## src/rtl/l1_buffer_addr_ctrl.sv

```systemverilog
// l1_buffer_addr_ctrl: L1 buffer write/read address control with a readout event FSM and overflow accounting.
module l1_buffer_addr_ctrl #(
  parameter int ADDRWIDTH = 7
) (
  input  logic                 clk,
  input  logic                 reset,
  input  logic                 dis,
  input  logic                 L1A,
  input  logic                 evtDone,
  output logic [ADDRWIDTH-1:0] wrAddr,
  output logic                 wren,
  output logic [ADDRWIDTH-1:0] rdAddr,
  output logic                 preLoad,
  output logic                 load,
  output logic [ADDRWIDTH:0]   occupancy,
  output logic                 full,
  output logic                 empty,
  output logic                 evtBusy,
  output logic                 ovfPulse,
  output logic [7:0]           ovfCnt
);
  typedef enum logic [1:0] {S_IDLE, S_PRELOAD, S_LOAD, S_WAIT} state_t;
  state_t state, state_n;
  logic [ADDRWIDTH-1:0] wptr;
  logic accept, drop, done;
  // occupancy counts the event in service, so its slot cannot be reused before WAIT exit
  assign full    = occupancy == {1'b1, {ADDRWIDTH{1'b0}}};
  assign empty   = occupancy == '0;
  assign evtBusy = state != S_IDLE;
  assign accept  = !dis && L1A && !full;
  assign drop    = !dis && L1A && full;
  assign done    = !dis && state == S_WAIT && evtDone;
  always_comb begin
    state_n = state;
    if (!dis)
      case (state)
        S_IDLE:    state_n = empty ? S_IDLE : S_PRELOAD;
        S_PRELOAD: state_n = S_LOAD;
        S_LOAD:    state_n = S_WAIT;
        default:   state_n = evtDone ? S_IDLE : S_WAIT;
      endcase
  end
  always_ff @(posedge clk)
    if (!reset) state <= S_IDLE;
    else state <= state_n;
  always_ff @(posedge clk)
    if (!reset) begin
      wptr      <= '0;
      wrAddr    <= '0;
      rdAddr    <= '0;
      wren      <= 1'b0;
      preLoad   <= 1'b0;
      load      <= 1'b0;
      occupancy <= '0;
      ovfPulse  <= 1'b0;
      ovfCnt    <= '0;
    end else begin
      wren      <= accept;
      wrAddr    <= accept ? wptr : wrAddr;
      wptr      <= wptr + ADDRWIDTH'(accept);
      rdAddr    <= rdAddr + ADDRWIDTH'(done);
      occupancy <= occupancy + (ADDRWIDTH+1)'(accept) - (ADDRWIDTH+1)'(done);
      preLoad   <= !dis && state_n == S_PRELOAD;
      load      <= !dis && state_n == S_LOAD;
      ovfPulse  <= drop;
      ovfCnt    <= ovfCnt + 8'(drop && ovfCnt != 8'hff);
    end
endmodule
```

## config.mk

```make
export PLATFORM = sky130hd
export DESIGN_NAME = l1_buffer_addr_ctrl
export DESIGN_NICKNAME = d
export VERILOG_FILES = /design/src/rtl/l1_buffer_addr_ctrl.sv
export SDC_FILE = /design/constraint.sdc
export NUM_CORES = 1
export LEC_CHECK = 0
export CAP_MARGIN = 30
export CORE_MARGIN = 3
export CORE_UTILIZATION = 52
export DETAILED_ROUTE_END_ITERATION = 16
export GPL_TIMING_DRIVEN = 1
export HOLD_SLACK_MARGIN = 0.15
export PLACE_DENSITY = 0.82
export SLEW_MARGIN = 10
export SYNTH_ARGS = -nofsm -noshare
export SYNTH_HDL_FRONTEND = slang
export SYNTH_SLANG_ARGS = --single-unit
```

## constraint.sdc

```tcl
create_clock -name clk -period 7.6 [get_ports clk]
set_input_delay 0.76 -clock clk [delete_from_list [all_inputs] [get_ports clk]]
set_output_delay 0.76 -clock clk [all_outputs]
set_load 0.01 [all_outputs]
```

==> results.sh <==
export IMPL_grt_start_max_net_pins=51
export IMPL_routedWlPerCell_um=12.5
export IMPL_ys_warn_count=0
export IMPL_gp_congestion=0.761
export IMPL_ys_flop_type="dfxtp_1"
export IMPL_clock_path_buffers=2
export IMPL_tritoncts="done"
export IMPL_multi_input_area_um2=1170
export IMPL_tightestPinTransition_ns=0.373
export IMPL_synth_top_family_by_area="simple AND/OR/NAND/NOR gates"
export IMPL_dr_pass1_iters=4
export IMPL_io_buffer_count=41
export IMPL_endpoint_kind="flop"
export IMPL_drc_errors=0
export IMPL_leakagePower_nw=1.13
export IMPL_p_per_area_nw_per_um2=263
export IMPL_postSynthCellCount=223
export IMPL_synth_top_cell_by_area="dfxtp_1"
export IMPL_slowest_stage="clkdlybuf4s50_1"
export IMPL_post_route_period_util_pct=46.0
export IMPL_post_cts_repair_setup_buffers=0
export IMPL_crit_required_ns=7.75
export IMPL_regArea_um2=861
export IMPL_area_growth_pct=26.9
export IMPL_grt_pass1_wl_mm=6.93
export IMPL_slowest_delay_ns=0.54
export IMPL_path_clk_slew_ns=0.08
export IMPL_synth_adder_area_share_pct=13.3
export IMPL_io_pin_count=42
export IMPL_skew_ns=0.00506
export IMPL_grt_overflow=0
export IMPL_nNetsFinal=294
export IMPL_design_area_um2=2700
export IMPL_vdd_drop_max_uv=203
export IMPL_synth_cell_type_count=37
export IMPL_synth_mux_area_share_pct=3.77
export IMPL_synthTopCellsByArea="dfxtp_1 (41%), ha_1 (12%), and2_1 (6.5%)"
export IMPL_core_um2=3800
export IMPL_num_rows=22
export IMPL_htree_num_levels=2
export IMPL_clock_sinks=43
export IMPL_cap_violations=0
export IMPL_cts_resized=0
export IMPL_cp_arrival_ns=3.65
export IMPL_dp_cells=308
export IMPL_synth_edf_count=0
export IMPL_dp_hpwl_mm=2.88
export IMPL_synth_simple_area_share_pct=22.5
export IMPL_start_kind="input port"
export IMPL_synth_area_per_cell_um2=9.52
export IMPL_dr_total_vias=1626
export IMPL_synth_seq_cells=43
export IMPL_grt_pass1_vias=1585
export IMPL_cts_buffers=5
export IMPL_die_y_um=69.9
export IMPL_start_util_pct=55.9
export IMPL_final_setup_viol_count=0
export IMPL_drt_total_wl_mm=3.95
export IMPL_cts_root_buffer_cell="clkbuf_8"
export IMPL_synth_compound_area_share_pct=9.72
export IMPL_final_cells=316
export IMPL_nFillCells=300
export IMPL_async_reset_ff_share_pct=0
export IMPL_final_max_slew_viol_count=0
export IMPL_track_usage_pct=17.0
export IMPL_tns_ns=0
export IMPL_ant_nets=0
export IMPL_antenna_found_initial=0
export IMPL_hp_class="reg2reg"
export IMPL_fmax_mhz=286
export IMPL_ctsHoldBuffers=0
export IMPL_status="finished, final reports clean"
export IMPL_crit_chain="clkdlybuf4s50_1 > nor2b_1 > a21boi_0 > buf_4 > inv_1 > ha_1 > inv_1 > ha_1 > fa_1 > a21oi_1 > o21ai_0 > mux2i_1 > o311ai_0"
export IMPL_drive_gt1_share_pct=4.48
export IMPL_worstSkewPairLatency_ns=0.29
export IMPL_fin_crit_ns=3.50
export IMPL_synth_top_cell_area_share_pct=40.5
export IMPL_power_uw=710
export IMPL_yosys_cell_count_top_type="dfxtp_1"
export IMPL_fp_dieArea_um2=4890
export IMPL_finalHoldViolCount=0
export IMPL_rsz0062_at_grt="no"
export IMPL_crit_type="in2reg"
export IMPL_ys_seq_area_share_pct=40.5
export IMPL_placed_area_um2=2580
export IMPL_cp_max_fo=9
export IMPL_fp_dieW_um=69.9
export IMPL_synth_area_um2=2120
export IMPL_synthXorXnorAreaFrac_pct=5.77
export IMPL_slew_headroom_pct=74.8
export IMPL_synth_common_cells="dfxtp_1 (43), and2_1 (22), ha_1 (21)"
export IMPL_viasPerCell=5.15
export IMPL_syn_nets=250
export IMPL_num_antenna_cells=0
export IMPL_drt_iter0_markers=63
## metrics by stage
step / util, % / setup slack (ns) / hold slack [ns]
6_report: 70.9 / 4.10 / 0.509
5_1_grt: 70.9 / 3.83 / 0.545
4_1_cts: 70.9 / 4.10 / 0.515
3_5_place_dp: 68.0 / 3.81 / 0.498
3_3_place_gp: 68.0 / 3.94 / 0.474
2_1_floorplan: - / 4.67 / 0.464
## layout make-up
type | instances | share of cell area [%]
clock buffers | 5 | 2.55
clock inverters | 3 | 1.62
inverters | 18 | 2.51
multi-input cells | 156 | 43.4
flip-flops and latches | 43 | 31.9
well taps | 48 | 2.23
repair buffers | 43 | 15.8
## critical path, delay by kind of cell
family	cells	cell delay (ns)
fa+ha+maj	3	0.89
buf+inv	4	0.86
compound gates	4	0.70
simple gates	1	0.29
mux	1	0.16
## final timing paths
check	startpoint	slack (ns)	depth (start not counted)	endpoint
max	dis	4.10	13	occupancy[6]
min	ovfCnt[5]	0.51	2	ovfCnt[5]
max reg2reg	occupancy[4]	4.53	14	occupancy[6]
min reg2reg	ovfCnt[5]	0.51	2	ovfCnt[5]
## where the power goes
part | leakage, nW | total [mW] | internal (mW) | switching, mW
logic | 0.720 | 0.272 | 0.133 | 0.139
clock network | 0.0581 | 0.176 | 0.0978 | 0.0781
registers | 0.349 | 0.262 | 0.247 | 0.0157
## state kept, by name (all words and copies together) (netlist names)
| name | cells |
|---|---|
| occupancy | 8 |
| ovfCnt | 8 |
| rdAddr | 7 |
| wptr | 7 |
| wrAddr | 7 |
| state | 2 |
| load | 1 |
| ovfPulse | 1 |
| preLoad | 1 |
| wren | 1 |
## cells by family (layout without fill, tap and decap cells)
logic type	count (synthesis)	in the layout
DFF	43	43
adders and majority gates	22	22
AOI/OAI and AO/OA	30	30
xor gates and xnor gates	14	14
buffers and inverters	24	69
muxes	8	8
and+or+nand+nor	82	82
## layout by cell type, fill, tap and decap left out, drive strengths merged, types with 2 or more instances in the layout
master / count
a21oi: 3
xor2: 5
buf: 2
o21bai: 2
nor4b: 3
dfxtp: 43
or3: 4
ha: 21
clkbuf: 5
clkdlybuf4s50: 41
nand3: 8
xnor2: 9
nor3: 2
a21boi: 5
nand2: 13
o21ai: 9
o311ai: 2
nor2: 7
clkinv: 2
o211ai: 2
nor2b: 12
and2: 22
mux2i: 8
nand4: 2
inv: 18
a311o: 2
and3: 5
## layer usage
metal	share of wire [%]	track usage (%)	vias to the layer above	wire [um]
met3	4.3	4.32	4	169
met2	47	29.1	38	1860
li1	-	-	846	-
met5	0	0	-	0
met4	0.78	3.62	0	31
met1	48	21.6	738	1890
No activity file was read; power rests on OpenSTA's default activity.
==> variant 1: new RTL, same flow settings <==
Set the parameter `ADDRWIDTH` to 8 (it was 7).
--- a/src/rtl/l1_buffer_addr_ctrl.sv
+++ b/src/rtl/l1_buffer_addr_ctrl.sv
@@ -2,3 +2,3 @@
 module l1_buffer_addr_ctrl #(
-  parameter int ADDRWIDTH = 7
+  parameter int ADDRWIDTH = 8
 ) (
Interface: changed (resized occupancy, rdAddr and wrAddr); port bits go from 42 to 45. The function was not compared with the original's and may differ.
==> variant 1 against the unedited design <==
Final cell count rose by 7.9%. Fmax rose by 3.3%. Final area rose by 4.7%. Area after synthesis rose by 5.2%. Total power rose by 5.9%. Setup slack improved by 0.11 ns. Wire length rose by 9.2%. Global-route usage rose by 1.3 points. Sequential cell count rose by 4.
==> variant 1: results (changes against the unedited design) <==
status finished clean; Seq/Total Area, Yosys 0.4213 (+0.01587); crit path DAT 3.59 ns (-0.06 ns); largest net degree at the start of global routing 32 (-37%); Vias 1767 (+8.7%); Synth Flop Type dfxtp_1; Synth cell types 41 (+11%); clock latency on the worst-skew pair 0.31 ns (+0.02 ns); CTS Buffer Depth 2 (unchanged); fin worst setup slack 4.215 ns (+0.1114 ns); Sw Share 0.3293 (+0.001557); synth top area cells dfxtp_1 (42%), ha_1 (12%), xor2_1 (5.1%); 1st-pass router iterations 4 (unchanged); reg2reg start occupancy[4]; Post-synth top cells dfxtp_1 (47), nor2_1 (27), nand3_1 (22), ha_1 (21), inv_1 (18); initial antenna violation count 0 (unchanged); max reg flops 9; slew margin rel. 0.4823 (-0.2655); # fillers 312 (+4.0%); H-tree depth 2 (unchanged); Worst-path clk slew 0.09 ns; Worst Setup SP dis; ys async rst share 0 (unchanged); Place WS 3.925 ns (+0.1100 ns); Tot GR Track Use 0.1835 (+0.01345); DR iter-0 viols 75 (+19%); DR WL/cell 12.66 um (+1.2%); post-cts resize count 0 (unchanged); Clk pwr share 0.246 (-0.002); Top reg by flops occupancy; vias in the first global route 1725 (+8.8%); Clk Tree Root Cell clkbuf_8; post-synth net total 271 (+8.4%); Synth Warn # 0 (unchanged); ant diodes 0 (unchanged); Hold/Removal Path Class register to register; first-pass GRT wire length 7.534 mm (+8.7%); final layout net count 317 (+7.8%); worst-case reg-to-reg path depth 17 (+3); R2R setup slack 4.43 ns (-0.10 ns); Max VDD drop 221.9 uV (+9.6%); clk_skew 0.007039 ns (+0.001982 ns); Detail Placement HPWL 3.086 mm (+7.1%); GPL Wtd Cong 0.8182 (+7.5%); port bufs 44 (+7.3%); layout cells sized above 1 0.08247 (+0.03770); CP Max Fanout 18 (+9); P_leak 1.155 nW (+2.5%); CP Capture Point occupancy[8]
-- variant 1: per-layer routing --
metal	track usage	part of all wire
met4	0.06472	0.016
met2	0.3010	0.45
met3	0.05189	0.071
met5	0	0
met1	0.2305	0.47
-- variant 1: stage by stage --
step / utilization / cells / cell area [um^2]
finish: 0.6953 / 341 / 2821
global route: 0.6953 / 341 / 2821
CTS: 0.6953 / 341 / 2821
detailed placement: 0.6676 / 333 / 2709
global placement: 0.6676 / 333 / 2709
floorplan: - / 244 / 2233
-- variant 1: cell type report --
cell class              instances  area, um^2  share of cell area
repair buffers                 45       447.9              0.1588
well taps                      50       62.56             0.02217
clock inverters                 3       43.79             0.01552
inverters                      21       80.08             0.02838
clock buffers                   5       68.82             0.02439
multi-input cells             170        1177              0.4173
flip-flops and latches         47       940.9              0.3335
-- variant 1: cell families (layout without fill, tap and decap cells) --
family	after synthesis	count (layout)	share of synthesized area
simple gates	95	95	0.2168
flops	47	47	0.4213
compound gates	32	32	0.1014
buf+inv	27	74	0.05153
fa+ha+maj	22	22	0.1266
xor+xnor	21	21	0.08235
-- variant 1: worst max-delay path: stages --
cell and delay, ns:
clkdlybuf4s50_1 0.46, inv_1 0.16, nand2_1 0.12, nor2_4 0.43, inv_2 0.06, ha_1 0.30
inv_1 0.06, ha_1 0.15, inv_1 0.05, fa_1 0.40, inv_1 0.07, a21oi_1 0.09
o21ai_2 0.19, and4bb_2 0.25, nor3_1 0.05
-- variant 1: power groups by stage --
stage | Sequential [W] | Clock [W] | Combinational, W
after floorplan | 0.000296 | 0 | 0.000190
after global placement | 0.000291 | 0 | 0.000272
after detailed placement | 0.000291 | 0 | 0.000280
after CTS | 0.000285 | 0.000188 | 0.000282
after global routing | 0.000288 | 0.000197 | 0.000321
final | 0.000285 | 0.000185 | 0.000282
-- variant 1: worst min path at each step --
stage / startpoint / to / slack [ns] / cells past startpoint
CTS: wrAddr[3] / wrAddr[3] / 0.46 / 2
global route: wrAddr[6] / wrAddr[6] / 0.49 / 2
finish: wrAddr[6] / wrAddr[6] / 0.46 / 2
detailed placement: wrAddr[3] / wrAddr[3] / 0.45 / 2
floorplan: wptr[0] / wrAddr[0] / 0.45 / 2
global placement: wrAddr[6] / wrAddr[6] / 0.45 / 2
==> variant 2: new RTL, same flow settings <==
Made on the original files. Re-encode `state_t` (4 states) as one-hot, 4 bits wide.
--- a/src/rtl/l1_buffer_addr_ctrl.sv
+++ b/src/rtl/l1_buffer_addr_ctrl.sv
@@ -21,3 +21,3 @@
 );
-  typedef enum logic [1:0] {S_IDLE, S_PRELOAD, S_LOAD, S_WAIT} state_t;
+  typedef enum logic [3:0] {S_IDLE = 4'b0001, S_PRELOAD = 4'b0010, S_LOAD = 4'b0100, S_WAIT = 4'b1000} state_t;
   state_t state, state_n;
Formal check against the unedited RTL: same outputs for any inputs over 10 cycles, from zero or initial values and one cycle with reset low; not proved beyond that.
==> variant 2 against the unedited design <==
Area after synthesis increased by 0.71%. Sequential share of layout area increased by 1.6 points. Sequential cell count increased by 2. Wire length increased by 3.0%. Final cell count increased by 2.2%. Clock skew increased by 0.00074 ns. Final area decreased by 0.28%. Synthesized cell count increased by 4.9%. Count of clock-buffer cells in the layout increased by 2. Setup slack got worse by 0.028 ns. Total power increased by 3.5%. Die area increased by 0.64%. Sequential power increased by 6%. Critical path depth unchanged. Critical path type unchanged. Critical endpoint unchanged. Largest cell class unchanged. Largest power group is now sequential cells.
==> variant 2: results (changes against the unedited design) <==
Mean Syn Cell Area 9.138 um^2 (-4.0%); Synth Warn # 0 (unchanged); final layout net count 298 (+1.4%); Min-Delay Endpoint wrAddr[5]; Max VDD drop 211.9 uV (+4.6%); WL final 4.069 mm (+3.0%); uppermost routed layer met4; first-pass GRT wire length 7.072 mm (+2.0%); synth top area cells dfxtp_1 (42%), ha_1 (11%), nor2_1 (5.8%); R2R setup slack 4.41 ns (-0.12 ns); crit path DAT 3.69 ns (+0.04 ns); worst-case reg-to-reg path depth 14 (unchanged); Worst Max-Slew Pin Slew 0.5918 ns (+0.2187 ns); slowest stage delay, CP 0.53 ns; met1 Use GR 0.2055 (-0.01036); Tot GR Track Use 0.1741 (+0.004049); Worst Setup SP dis; # fillers 310 (+3.3%); DR iter-0 viols 73 (+16%); post-cts resize count 0 (unchanged); M3 GR Usage 0.03885 (-0.004317); Seq/Total Area, Yosys 0.4213 (+0.01588); largest net degree at the start of global routing 32 (-37%); Worst-path clk slew 0.08 ns (about the same); clk_skew 0.005801 ns (+0.0007436 ns); Synth cell types 38 (+2.7%); Vias 1709 (+5.1%); GRT met2 Usage 0.3054 (+0.01469); CTS Buffer Depth 2 (unchanged); met2 WL post-DR 1.985 mm (+6.8%); Largest delay share family, worst path buffers and inverters; Detail Placement HPWL 2.918 mm (+1.2%); TritonCTS Buffers 5 (unchanged); initial core utilization 0.5629 (+0.003953); Setup Buffers After CTS 0 (unchanged); P_leak 1.082 nW (-3.9%); Clk Tree Root Cell clkbuf_8; DR vias/cell 5.291 (+2.8%); WL met1 1.856 mm (-1.8%); hold_sp wrAddr[5]; reg-to-reg endpoint occupancy[6]; Post-synth top cells dfxtp_1 (45), nor2_1 (33), ha_1 (18), inv_1 (12); DP Cell Count 314 (+1.9%); GPL Wtd Cong 0.8056 (+5.9%); status finished clean; post-synth net total 258 (+3.2%); reg2reg start occupancy[2]; layout cells sized above 1 0.04364 (-0.001140); initial antenna violation count 0 (unchanged); met3 WL 162 um (-4.1%)
[variant 2: changes by cell type in the layout (fill, tap and decap cells not counted), sizes merged, moves of 8 or more]
cell	delta
and2	-13
nor2	+26
a21oi	+8
nor2b	-12
[variant 2: report_power, final]
| part | leakage, nW | switching [W] | total [W] | internal [W] |
|---|---|---|---|---|
| clock network | 0.0585 | 0.0000754 | 0.000182 | 0.000107 |
| logic | 0.659 | 0.000141 | 0.000275 | 0.000134 |
| registers | 0.365 | 0.0000190 | 0.000277 | 0.000258 |
[variant 2: cell type report]
type | instances | share of cell area
clock inverters | 1 | 0.01117
multi-input cells | 166 | 0.4227
clock buffers | 7 | 0.03212
repair buffers | 43 | 0.1583
well taps | 48 | 0.02235
inverters | 13 | 0.01816
flip-flops and latches | 45 | 0.3352
[variant 2: logic make-up after synthesis]
kind of cell	Yosys count	share of synthesized area
AO/OA/AOI/OAI	27	0.07958
XOR/XNOR	17	0.06963
adder cells (fa/ha/maj)	19	0.1147
buffers and inverters	23	0.04739
flip-flops	45	0.4213
multiplexers	9	0.04213
AND/OR/NAND/NOR	94	0.2253
[variant 2: how the worst max path moves through the flow]
stage	end	slack, ns	cells past startpoint
floorplan	occupancy[6]	4.64	13
global placement	occupancy[6]	3.56	12
detailed placement	occupancy[6]	3.44	12
CTS	occupancy[6]	3.73	12
global route	occupancy[6]	3.85	13
finish	occupancy[6]	4.08	13
[variant 2: stage by stage]
stage	utilization	setup slack (ns)	total power, W	hold WS (ns)	instance area, um^2
after floorplan	-	4.637	0.0004717	0.4706	2138
after global placement	0.6749	3.558	0.0005477	0.4867	2564
after detailed placement	0.6749	3.435	0.0005535	0.4855	2564
after CTS	0.7055	3.728	0.0007368	0.5136	2680
after global routing	0.7075	3.846	0.0007806	0.5356	2688
final	0.7075	4.076	0.0007347	0.5106	2688
